## config.mk

```make
export PLATFORM = sky130hd
export DESIGN_NAME = uart_tx_fifo
export DESIGN_NICKNAME = d
export VERILOG_FILES = /design/src/rtl/uart_tx_fifo.sv
export SDC_FILE = /design/constraint.sdc
export NUM_CORES = 1
export LEC_CHECK = 0
export CAP_MARGIN = 0
export CORE_ASPECT_RATIO = 1.2
export CORE_MARGIN = 5
export CORE_UTILIZATION = 56
export CTS_CLUSTER_DIAMETER = 150
export DETAILED_ROUTE_END_ITERATION = 6
export HOLD_SLACK_MARGIN = 0.05
export PLACE_DENSITY = 0.8
export SLEW_MARGIN = 40
export SYNTH_ARGS = -nofsm -noshare
export SYNTH_HDL_FRONTEND = slang
export SYNTH_SLANG_ARGS = --single-unit
```

## constraint.sdc

```tcl
create_clock -name clk -period 3.95 [get_ports clk]
set_input_delay 0.395 -clock clk [delete_from_list [all_inputs] [get_ports clk]]
set_output_delay 0.395 -clock clk [all_outputs]
set_load 0.005 [all_outputs]
```

## src/rtl/uart_tx_fifo.sv

```systemverilog
// uart_tx_fifo: UART transmitter fed by a small synchronous FIFO.
//
// Words written with `load` are queued and then sent one at a time in this frame order:
// start bit, DATA_BITS data bits LSB first, an optional parity bit, then STOP_BITS stop
// bits. When the queue still holds a word at the end of a stop period, the next frame
// starts on the following clock with no idle gap. Every output comes straight from a
// flop, so tx_out is glitch-free.
//
// Build option:
//   UART_TX_PARITY_EN - when defined, a parity bit goes between the data bits and the stop
//                       bits. It is the XOR of the data bits, inverted when PARITY_ODD != 0.
//                       When undefined, no parity logic is built and PARITY_ODD is unused.
//
// Parameters:
//   CLKS_PER_BIT  clk cycles per serial bit (2..65535)
//   DATA_BITS     data bits per frame (5..9)
//   STOP_BITS     stop bits per frame (1 or 2)
//   FIFO_DEPTH    queue entries, power of two (2..256)
//   PARITY_ODD    0 = even parity, 1 = odd parity (only with UART_TX_PARITY_EN)
//
// Ports:
//   clk         rising-edge clock
//   rst         synchronous active-high reset; flushes the queue and aborts any frame
//   d_in        word to enqueue
//   load        one-cycle write strobe; dropped when the queue is full
//   tx_out      serial line, idle high
//   tx_status   1 while a frame is being shifted
//   fifo_full   queue holds FIFO_DEPTH entries
//   fifo_empty  queue holds no entries
//   fifo_count  current queue occupancy
//   overflow    sticky; set when a load is dropped, cleared only by reset

module uart_tx_fifo #(
    parameter int unsigned CLKS_PER_BIT = 434,
    parameter int unsigned DATA_BITS    = 8,
    parameter int unsigned STOP_BITS    = 1,
    parameter int unsigned FIFO_DEPTH   = 16,
    parameter int unsigned PARITY_ODD   = 0
) (
    input  logic                        clk,
    input  logic                        rst,
    input  logic [DATA_BITS-1:0]        d_in,
    input  logic                        load,
    output logic                        tx_out,
    output logic                        tx_status,
    output logic                        fifo_full,
    output logic                        fifo_empty,
    output logic [$clog2(FIFO_DEPTH):0] fifo_count,
    output logic                        overflow
);

    localparam int unsigned AW = $clog2(FIFO_DEPTH);
    localparam int unsigned CW = AW + 1;
    localparam int unsigned BW = $clog2(CLKS_PER_BIT);
    localparam int unsigned IW = $clog2(DATA_BITS);

    // Reject illegal configurations at elaboration time.
    if (CLKS_PER_BIT < 2 || CLKS_PER_BIT > 65535) begin : gen_bad_clks_per_bit
        $error("uart_tx_fifo: CLKS_PER_BIT must be 2..65535");
    end
    if (DATA_BITS < 5 || DATA_BITS > 9) begin : gen_bad_data_bits
        $error("uart_tx_fifo: DATA_BITS must be 5..9");
    end
    if (STOP_BITS < 1 || STOP_BITS > 2) begin : gen_bad_stop_bits
        $error("uart_tx_fifo: STOP_BITS must be 1 or 2");
    end
    if (FIFO_DEPTH < 2 || FIFO_DEPTH > 256 || (1 << AW) != FIFO_DEPTH) begin : gen_bad_depth
        $error("uart_tx_fifo: FIFO_DEPTH must be a power of two in 2..256");
    end
    if (PARITY_ODD > 1) begin : gen_bad_parity_odd
        $error("uart_tx_fifo: PARITY_ODD must be 0 or 1");
    end

`ifdef UART_TX_PARITY_EN
    typedef enum logic [2:0] {StIdle, StStart, StData, StParity, StStop} state_e;
`else
    typedef enum logic [1:0] {StIdle, StStart, StData, StStop} state_e;
`endif

    // ------------------------------------------------------------------ state
    state_e               state_q, state_d;
    logic [BW-1:0]        baud_q, baud_d;
    logic [IW-1:0]        bit_q, bit_d;
    logic                 stop_q, stop_d;
    logic [DATA_BITS-1:0] shift_q, shift_d;
    logic                 tx_q, tx_d;
    logic                 status_q, status_d;
`ifdef UART_TX_PARITY_EN
    logic                 par_q, par_d;
`endif

    logic [DATA_BITS-1:0] mem_q [FIFO_DEPTH];
    logic [AW-1:0]        wr_ptr_q, wr_ptr_d;
    logic [AW-1:0]        rd_ptr_q, rd_ptr_d;
    logic [CW-1:0]        count_q, count_d;
    logic                 full_q, full_d;
    logic                 empty_q, empty_d;
    logic                 ovf_q, ovf_d;

    logic                 push;
    logic                 pop;
    logic                 baud_tick;
    logic                 bit_last;
    logic                 stop_last;
    logic [DATA_BITS-1:0] head;

    assign head      = mem_q[rd_ptr_q];
    assign baud_tick = (baud_q == BW'(CLKS_PER_BIT - 1));
    assign bit_last  = (bit_q == IW'(DATA_BITS - 1));
    assign stop_last = (stop_q == 1'(STOP_BITS - 1));

    // A load is accepted only against the registered full flag, so a pop on the same edge
    // cannot rescue a load that arrives while full.
    assign push = load && !full_q;

    // ------------------------------------------------------------ transmitter
    always_comb begin
        state_d = state_q;
        baud_d  = baud_q;
        bit_d   = bit_q;
        stop_d  = stop_q;
        shift_d = shift_q;
`ifdef UART_TX_PARITY_EN
        par_d   = par_q;
`endif
        pop     = 1'b0;

        // Every non-idle state is timed by the same free-running bit-period counter.
        if (state_q != StIdle) begin
            baud_d = baud_tick ? '0 : baud_q + BW'(1);
        end

        case (state_q)
            StIdle: begin
                if (!empty_q) begin
                    pop     = 1'b1;
                    state_d = StStart;
                    baud_d  = '0;
                end
            end
            StStart: begin
                if (baud_tick) begin
                    state_d = StData;
                    bit_d   = '0;
                end
            end
            StData: begin
                if (baud_tick) begin
                    if (bit_last) begin
`ifdef UART_TX_PARITY_EN
                        state_d = StParity;
`else
                        state_d = StStop;
`endif
                        stop_d  = 1'b0;
                    end else begin
                        bit_d   = bit_q + IW'(1);
                        shift_d = shift_q >> 1;
                    end
                end
            end
`ifdef UART_TX_PARITY_EN
            StParity: begin
                if (baud_tick) begin
                    state_d = StStop;
                    stop_d  = 1'b0;
                end
            end
`endif
            StStop: begin
                if (baud_tick) begin
                    if (!stop_last) begin
                        stop_d = 1'b1;
                    end else if (!empty_q) begin
                        // Chain straight into the next frame.
                        pop     = 1'b1;
                        state_d = StStart;
                    end else begin
                        state_d = StIdle;
                    end
                end
            end
            default: state_d = StIdle;
        endcase

        if (pop) begin
            shift_d = head;
`ifdef UART_TX_PARITY_EN
            par_d   = (^head) ^ (PARITY_ODD != 0);
`endif
        end

        // The line level is decoded from the next state and then registered.
        case (state_d)
            StIdle:   tx_d = 1'b1;
            StStart:  tx_d = 1'b0;
            StData:   tx_d = shift_d[0];
`ifdef UART_TX_PARITY_EN
            StParity: tx_d = par_d;
`endif
            StStop:   tx_d = 1'b1;
            default:  tx_d = 1'b1;
        endcase
        status_d = (state_d != StIdle);
    end

    // ------------------------------------------------------------------- fifo
    always_comb begin
        wr_ptr_d = push ? wr_ptr_q + AW'(1) : wr_ptr_q;
        rd_ptr_d = pop  ? rd_ptr_q + AW'(1) : rd_ptr_q;
        case ({push, pop})
            2'b10:   count_d = count_q + CW'(1);
            2'b01:   count_d = count_q - CW'(1);
            default: count_d = count_q;
        endcase
        full_d  = (count_d == CW'(FIFO_DEPTH));
        empty_d = (count_d == '0);
        ovf_d   = ovf_q || (load && full_q);
    end

    always_ff @(posedge clk) begin
        if (rst) begin
            state_q  <= StIdle;
            baud_q   <= '0;
            bit_q    <= '0;
            stop_q   <= 1'b0;
            shift_q  <= '0;
            tx_q     <= 1'b1;
            status_q <= 1'b0;
`ifdef UART_TX_PARITY_EN
            par_q    <= 1'b0;
`endif
            wr_ptr_q <= '0;
            rd_ptr_q <= '0;
            count_q  <= '0;
            full_q   <= 1'b0;
            empty_q  <= 1'b1;
            ovf_q    <= 1'b0;
        end else begin
            state_q  <= state_d;
            baud_q   <= baud_d;
            bit_q    <= bit_d;
            stop_q   <= stop_d;
            shift_q  <= shift_d;
            tx_q     <= tx_d;
            status_q <= status_d;
`ifdef UART_TX_PARITY_EN
            par_q    <= par_d;
`endif
            wr_ptr_q <= wr_ptr_d;
            rd_ptr_q <= rd_ptr_d;
            count_q  <= count_d;
            full_q   <= full_d;
            empty_q  <= empty_d;
            ovf_q    <= ovf_d;
        end
    end

    // Storage needs no reset; occupancy is tracked by the pointers and count.
    always_ff @(posedge clk) begin
        if (!rst && push) begin
            mem_q[wr_ptr_q] <= d_in;
        end
    end

    assign tx_out     = tx_q;
    assign tx_status  = status_q;
    assign fifo_full  = full_q;
    assign fifo_empty = empty_q;
    assign fifo_count = count_q;
    assign overflow   = ovf_q;

endmodule

```

==> results of run 1 <==
==> logic make-up after synthesis <==
| family | count (synthesis) |
|---|---|
| compound gates | 60 |
| xor+xnor | 17 |
| fa+ha+maj | 20 |
| buf+inv | 32 |
| flops | 172 |
| mux | 37 |
| simple gates | 124 |
==> through the flow <==
| stage | cells | util [%] | hold WS (ns) | total power [W] | worst slack, ns |
|---|---|---|---|---|---|
| after global routing | 663 | 64.0 | 0.480 | 0.00513 | 0.428 |
| after floorplan | 462 | - | 0.448 | 0.00314 | 1.00 |
| after global placement | 631 | 59.4 | 0.457 | 0.00334 | 0.949 |
| after detailed placement | 631 | 59.6 | 0.463 | 0.00339 | 0.763 |
| after CTS | 663 | 63.9 | 0.471 | 0.00491 | 0.731 |
| final | 663 | 64.0 | 0.472 | 0.00488 | 0.724 |
==> area by class of cell <==
cell class                      instances  area share (%)
Multi-Input combinational cell        258            28.9
Inverter                               11           0.541
Clock inverter                         14            1.37
Sequential cell                       172            58.3
Clock buffer                           18            5.30
Timing Repair Buffer                   26            3.03
Tap cell                              164            2.53
==> registers in the layout, indices dropped and copies added, names as in the netlist, 2 cells and up, named ones only <==
signal / flops
baud_q: 9
bit_q: 3
fifo_count: 5
mem_q: 128
rd_ptr_q: 4
shift_q: 8
state_q: 2
wr_ptr_q: 4
==> worst register-to-register path, stage by stage, from the launching register on <==
cell,delay (ns)
dfxtp_1,0.40
inv_1,0.12
ha_1,0.33
nor3b_1,0.32
a22oi_4,0.12
inv_4,0.22
ha_1,0.38
xor2_1,0.12
ha_1,0.22
a21oi_1,0.18
mux2i_1,0.26
xnor2_1,0.10
nor3_1,0.22
nor3b_2,0.19
==> cells in the final DEF (no fill, tap or decap), types with 3 or more instances in the layout <==
cell type        instances
clkinv_4                 5
a211oi_1                 3
a22oi_1                  3
a22o_1                   6
clkbuf_16               17
buf_4                    6
ha_1                    20
and2_1                   3
a221oi_2                12
nor2b_1                 11
inv_1                   10
nor2_2                  16
mux4_2                  31
edfxtp_1               128
dfxtp_1                 42
clkdlybuf4s50_1         20
nor3_1                   3
mux2i_1                  4
xor2_1                   7
and3_1                   5
inv_6                    4
a21oi_1                 16
xnor2_1                 10
nand3_1                  4
nand2_1                 23
nor2_1                  43
==> report_power, final <==
group          leakage (nW)  switching, W  internal (W)
Sequential             1.51      0.000169       0.00206
Clock                 0.265      0.000709      0.000815
Combinational         0.952      0.000543      0.000586
Total                  2.73       0.00142       0.00346
==> how the worst max path moves through the flow <==
stage                           end                   from  slack, ns  cells past startpoint
2_1_floorplan  fifo_full$_SDFF_PP0_   baud_q[1]$_SDFF_PP0_        1.0                     17
3_3_place_gp   fifo_full$_SDFF_PP0_  state_q[0]$_SDFF_PP0_       0.95                     13
3_5_place_dp   fifo_full$_SDFF_PP0_  state_q[0]$_SDFF_PP0_       0.76                     13
4_1_cts        fifo_full$_SDFF_PP0_  state_q[0]$_SDFF_PP0_       0.73                     13
5_1_grt        fifo_full$_SDFF_PP0_  state_q[0]$_SDFF_PP0_       0.43                     13
6_report       fifo_full$_SDFF_PP0_  state_q[0]$_SDFF_PP0_       0.72                     13
==> layer usage <==
metal / track usage [%] / share of wire, % / up-vias
met5: 0 / 0 / -
met4: 5.74 / 1.7 / 0
met3: 5.05 / 4.8 / 20
met2: 33.1 / 53 / 82
met1: 24.4 / 41 / 2013
li1: - / - / 1810
==> run_results.csv, run 1 <==
group,metric,value,unit
placement,placed_area,7550,um^2
global_route,antenna_found_initial,0,
routing,first_pass_iters,4,
power,vdd_drop_max,462,uV
critical_path,rr_startpoint,"state_q[0]$_SDFF_PP0_",
critical_path,worst_path_dominant_cell_family,"adder cells",
synthesis,synth_top_family_by_area,"multiplexers",
critical_path,critPathMaxFanout,20,
critical_path,crit_chain,"inv_1 -> ha_1 -> nor3b_1 -> a22oi_4 -> inv_4 -> ha_1 -> xor2_1 -> ha_1 -> a21oi_1 -> mux2i_1 -> xnor2_1 -> nor3_1 -> nor3b_2",
clock_tree,clock_sinks,172,
critical_path,rrSetupSlack,0.72,ns
synthesis,ys_top_cells_by_area,"edfxtp_1 (53%), dfxtp_1 (12%), mux4_2 (9.7%)",
placement,place_congestion,0.826,
clock_tree,clk_pin_slew,0.07,ns
critical_path,cp_common_cell,"ha_1",
routing,via_count,3925,
synthesis,ys_types,58,
clock_tree,cts_max_level,4,
global_route,grt_max_degree,37,
synthesis,yosys_warnings,0,
synthesis,synth_mux_area_share,10.5,%
critical_path,worstSetupStartpointType,"flip-flop",
sta,post-route-period-util,81.7,%
synthesis,synth_fa_ha_area_share,3.46,%
global_route,grt_usage,19.4,%
min_path,holdPathStages,2,
routing,wl,13.8,mm
clock_tree,cts_buffer_depth,2,
critical_path,max_stage_delay,0.40,ns
floorplan,boundaryPins,21,
finish,register_area,4730,um^2
min_path,worstHoldEndpoint,"shift_q[1]$_SDFFE_PP0P_",
routing,viasPerCell,5.92,
clock_tree,ctsRootBufferMaster,"clkbuf_16",
sta,final.setup.tns,0,ns
sta,grt_setup_unrepaired,"false",
floorplan,initial_utilization,57.0,%
synthesis,synth_cells,462,
floorplan,die_area,15300,um^2
floorplan,coreArea,12700,um^2
synthesis,yosysMostFrequentCell,"edfxtp_1",
sta,worst_pin_slew,0.855,ns
synthesis,ys_ff_latch,172,
clock_tree,cts_setup_buffers,0,
flow_run,maxCapViolations,0,
critical_path,path_buf_inv,2,
floorplan,rows,45,
routing,drt_iter0_markers,360,
sta,min_period,3.23,ns
synthesis,synth-xor-area-share,2.06,%
synthesis,avgSynthCellArea,15.6,um^2
synthesis,ys_top_cells_by_count,"edfxtp_1 (128), nor2_1 (59), dfxtp_1 (44)",
synthesis,syn_area,7230,um^2
finish,multi_input_comb_area,2340,um^2
synthesis,yosys_most_used_dff,"edfxtp_1",
clock_tree,hold_buffers,0,
floorplan,die_y,134,um
critical_path,r2r_end,"fifo_full$_SDFF_PP0_",
critical_path,arrival,3.59,ns
critical_path,rr_worst_depth,13,
synthesis,synthArstFlopShare,0,%
synthesis,synth_edf_count,128,
sta,slew_violations,0,
clock_tree,cts_inserted_buffers,17,
routing,wl_per_cell,20.8,um
synthesis,synthesis.nets,493,
sta,skew,0.00962,ns
finish,fin_nets,517,
global_route,grt_overflow,0,
critical_path,endpoint_kind,"flip-flop",
finish,n_antenna_cell,0,
floorplan,fp.dieW,114,um
clock_tree,cts_tree,"yes",
routing,drcViolationCount,0,
sta,max_freq,310,MHz
synthesis,synth.yosys.seq_area_share,65.4,%
placement,dp_hpwl,9.10,mm
critical_path,crit_type,"reg2reg",
sta,hold_violations,0,
global_route,grt_pass1_wl,22.0,mm
sta,setup_viol,0,
synthesis,yosysTopAreaCell,"edfxtp_1",
power,p_leak,2.73,nW
critical_path,cp.required,4.31,ns
routing,ant_nets,0,
min_path,hp-start,"shift_q[2]$_SDFFE_PP0P_",
run_status,status,"finished clean",
finish,fin_area,8100,um^2
synthesis,synth_simple_gate_area_share,8.38,%
clock_tree,insertion_delay,0.43,ns
sta,slew_headroom,42.9,%
power,p_per_area,603,nW/um^2
finish,drive_gt1_share,22.0,%
clock_tree,cts_resized,0,
finish,synthToLayoutAreaGrowth,12.1,%
min_path,hp-class,"reg2reg",
critical_path,worst_path_max_delay_cell,"dfxtp_1",
global_route,grt_pass1_vias,3977,
synthesis,synth-compound-area-share,7.39,%
finish,fill_cells,902,
placement,io_buffers,20,
synthesis,synth_top_area_share,53.2,%
Note: power is estimated with default switching activity, not from simulation.
==> inputs of run 2 (changes only) <==
clock period = 3.27 ns   (was 3.95 ns; I/O delays follow)
==> run_results.csv, run 2 (synthesized netlist as in run 1, its figures left out) <==
group,metric,value,unit
finish,n_antenna_cell,0,
critical_path,worstSetupStartpointType,"flip-flop",
critical_path,rr_startpoint,"baud_q[1]$_SDFF_PP0_",
finish,synthToLayoutAreaGrowth,14.6,%
sta,fin_hold_ws,0.474,ns
floorplan,fp.dieW,114,um
critical_path,critPathMaxFanout,9,
min_path,worstHoldEndpoint,"shift_q[1]$_SDFFE_PP0P_",
floorplan,rows,45,
power,p_leak,2.86,nW
routing,wl_met3,665,um
run_status,status,"finished clean",
placement,dp_hpwl,8.81,mm
finish,reg.largest.list,"mem_q: 128 flops, baud_q: 9 flops, shift_q: 8 flops",
routing,ant_nets,0,
floorplan,boundaryPins,21,
global_route,grt_max_degree,38,
clock_tree,cts_max_level,4,
clock_tree,cts_inserted_buffers,17,
routing,first_pass_iters,5,
sta,worst_pin_slew,0.794,ns
finish,largest_reg_flops,128,
global_route,antenna_found_initial,0,
finish,regMostFlops,"mem_q",
floorplan,coreArea,12700,um^2
global_route,grt_usage,19.6,%
flow_run,maxCapViolations,0,
global_route,grt_overflow,0,
routing,drcViolationCount,0,
routing,wl_per_cell,20.5,um
finish,layout_common_cells,"edfxtp_1 (128), nor2_1 (59), dfxtp_1 (43), mux4_2 (31), nand2_1 (23)",
clock_tree,insertion_delay,0.42,ns
routing,viasPerCell,5.87,
floorplan,initial_utilization,57.0,%
routing,via_count,3980,
critical_path,crit_type,"reg2reg",
clock_tree,cts_tree,"yes",
clock_tree,ctsRootBufferMaster,"clkbuf_16",
routing,wl,13.9,mm
sta,skew,0.00553,ns
critical_path,r2r_end,"fifo_full$_SDFF_PP0_",
sta,grt_setup_unrepaired,"false",
floorplan,die_area,15300,um^2
routing,top_layer_used,"met4",
routing,dr_wl_met2,7.26,mm
clock_tree,cts_buffer_depth,2,
sta,setup_viol,0,
min_path,hp-start,"shift_q[2]$_SDFFE_PP0P_",
finish,drive_gt1_share,21.2,%
sta,slew_violations,0,
clock_tree,clock_sinks,172,
finish,fill_cells,847,
placement,place_congestion,0.787,
global_route,grt_pass1_vias,4026,
sta,hold_violations,0,
floorplan,die_y,134,um
clock_tree,clk_pin_slew,0.06,ns
critical_path,rrSetupSlack,0.23,ns
critical_path,rr_worst_depth,14,
power,total_power,0.00622,W
min_path,hp-class,"reg2reg",
critical_path,endpoint_kind,"flip-flop",
critical_path,cp.required,3.62,ns
routing,wl_met1,5.75,mm
sta,max_freq,329,MHz
power,p_per_area,751,nW/um^2
sta,post-route-period-util,92.9,%
critical_path,arrival,3.39,ns
sta,final.setup.tns,0,ns
routing,drt_iter0_markers,455,
sta,slew_headroom,46.9,%
finish,fin_nets,532,
sta,min_period,3.04,ns
placement,io_buffers,20,
min_path,holdPathStages,2,
finish,layout_commonest_cell,"edfxtp_1",
clock_tree,hold_buffers,0,
power,vdd_drop_max,520,uV
global_route,grt_pass1_wl,22.2,mm
==> run 2: cell types whose count changed in the layout (fill, tap and decap cells not counted) <==
cell	before	now
bufinv_16	0	4
inv_6	4	6
clkinv_2	2	0
clkinv_4	5	1
dfxtp_2	2	1
buf_12	0	1
dfxtp_1	42	43
nor3b_1	1	0
nor2_2	16	0
nor3b_2	1	2
nor2_1	43	59
buf_4	6	20
==> run 2: worst max-delay path, stage by stage, from the launching register on <==
cell and delay (ns):
dfxtp_1 0.38, inv_1 0.06, ha_1 0.18, and4bb_4 0.21
and2_4 0.17, a22oi_4 0.21, inv_4 0.05, ha_1 0.28
xor2_1 0.20, ha_1 0.22, a21oi_1 0.15, mux2i_1 0.25
xnor2_1 0.11, nor3_1 0.28, nor3b_2 0.22
==> run 2: area by class of cell <==
| class | count | area, um^2 | area share [%] |
|---|---|---|---|
| Sequential cell | 172 | 4730 | 57.1 |
| Multi-Input combinational cell | 258 | 2300 | 27.8 |
| Clock buffer | 18 | 429 | 5.18 |
| Timing Repair Buffer | 41 | 370 | 4.47 |
| Tap cell | 164 | 205 | 2.48 |
| Clock inverter | 14 | 204 | 2.46 |
| Inverter | 11 | 43.8 | 0.529 |
==> run 2: per-stage QoR <==
step | instances | util [%] | setup WS, ns | cell area (um^2)
final | 678 | 65.4 | 0.233 | 8280
after global routing | 678 | 65.4 | 0.0492 | 8280
after CTS | 678 | 65.3 | 0.199 | 8280
after detailed placement | 646 | 60.3 | 0.220 | 7640
after global placement | 646 | 60.3 | 0.453 | 7640
after floorplan | 462 | - | 0.320 | 7230
==> run 2: how the worst max path moves through the flow <==
stage | start | to | slack, ns
2_1_floorplan | baud_q[1]$_SDFF_PP0_ | fifo_full$_SDFF_PP0_ | 0.32
3_3_place_gp | baud_q[1]$_SDFF_PP0_ | fifo_full$_SDFF_PP0_ | 0.45
3_5_place_dp | state_q[0]$_SDFF_PP0_ | fifo_full$_SDFF_PP0_ | 0.22
4_1_cts | state_q[0]$_SDFF_PP0_ | fifo_full$_SDFF_PP0_ | 0.20
5_1_grt | baud_q[1]$_SDFF_PP0_ | fifo_full$_SDFF_PP0_ | 0.05
6_report | baud_q[1]$_SDFF_PP0_ | fifo_full$_SDFF_PP0_ | 0.23
==> run 2: where the power goes <==
group,leakage (nW),switching (W),internal [W]
clock network,0.306,0.000852,0.00130
registers,1.51,0.000116,0.00249
logic,1.04,0.000742,0.000727
total,2.86,0.00171,0.00451
==> run 2: what timing repair did <==
item / in CTS / in global routing
resized for setup: 0 / 1
setup endpoints to repair: 0 / 1
buffers inserted: 0 / 0
==> run 2: layer usage <==
metal / vias to the layer above / GRT usage [%]
met3: 15 / 4.69
met5: - / 0
met1: 2002 / 24.7
met4: 0 / 6.01
met2: 115 / 33.5
li1: 1848 / -
==> inputs of run 3 (changes only) <==
CAP_MARGIN = 20   (was 0)
==> results of run 3 <==
No change in the layout: final DEF, timing and power equal those of run 2.
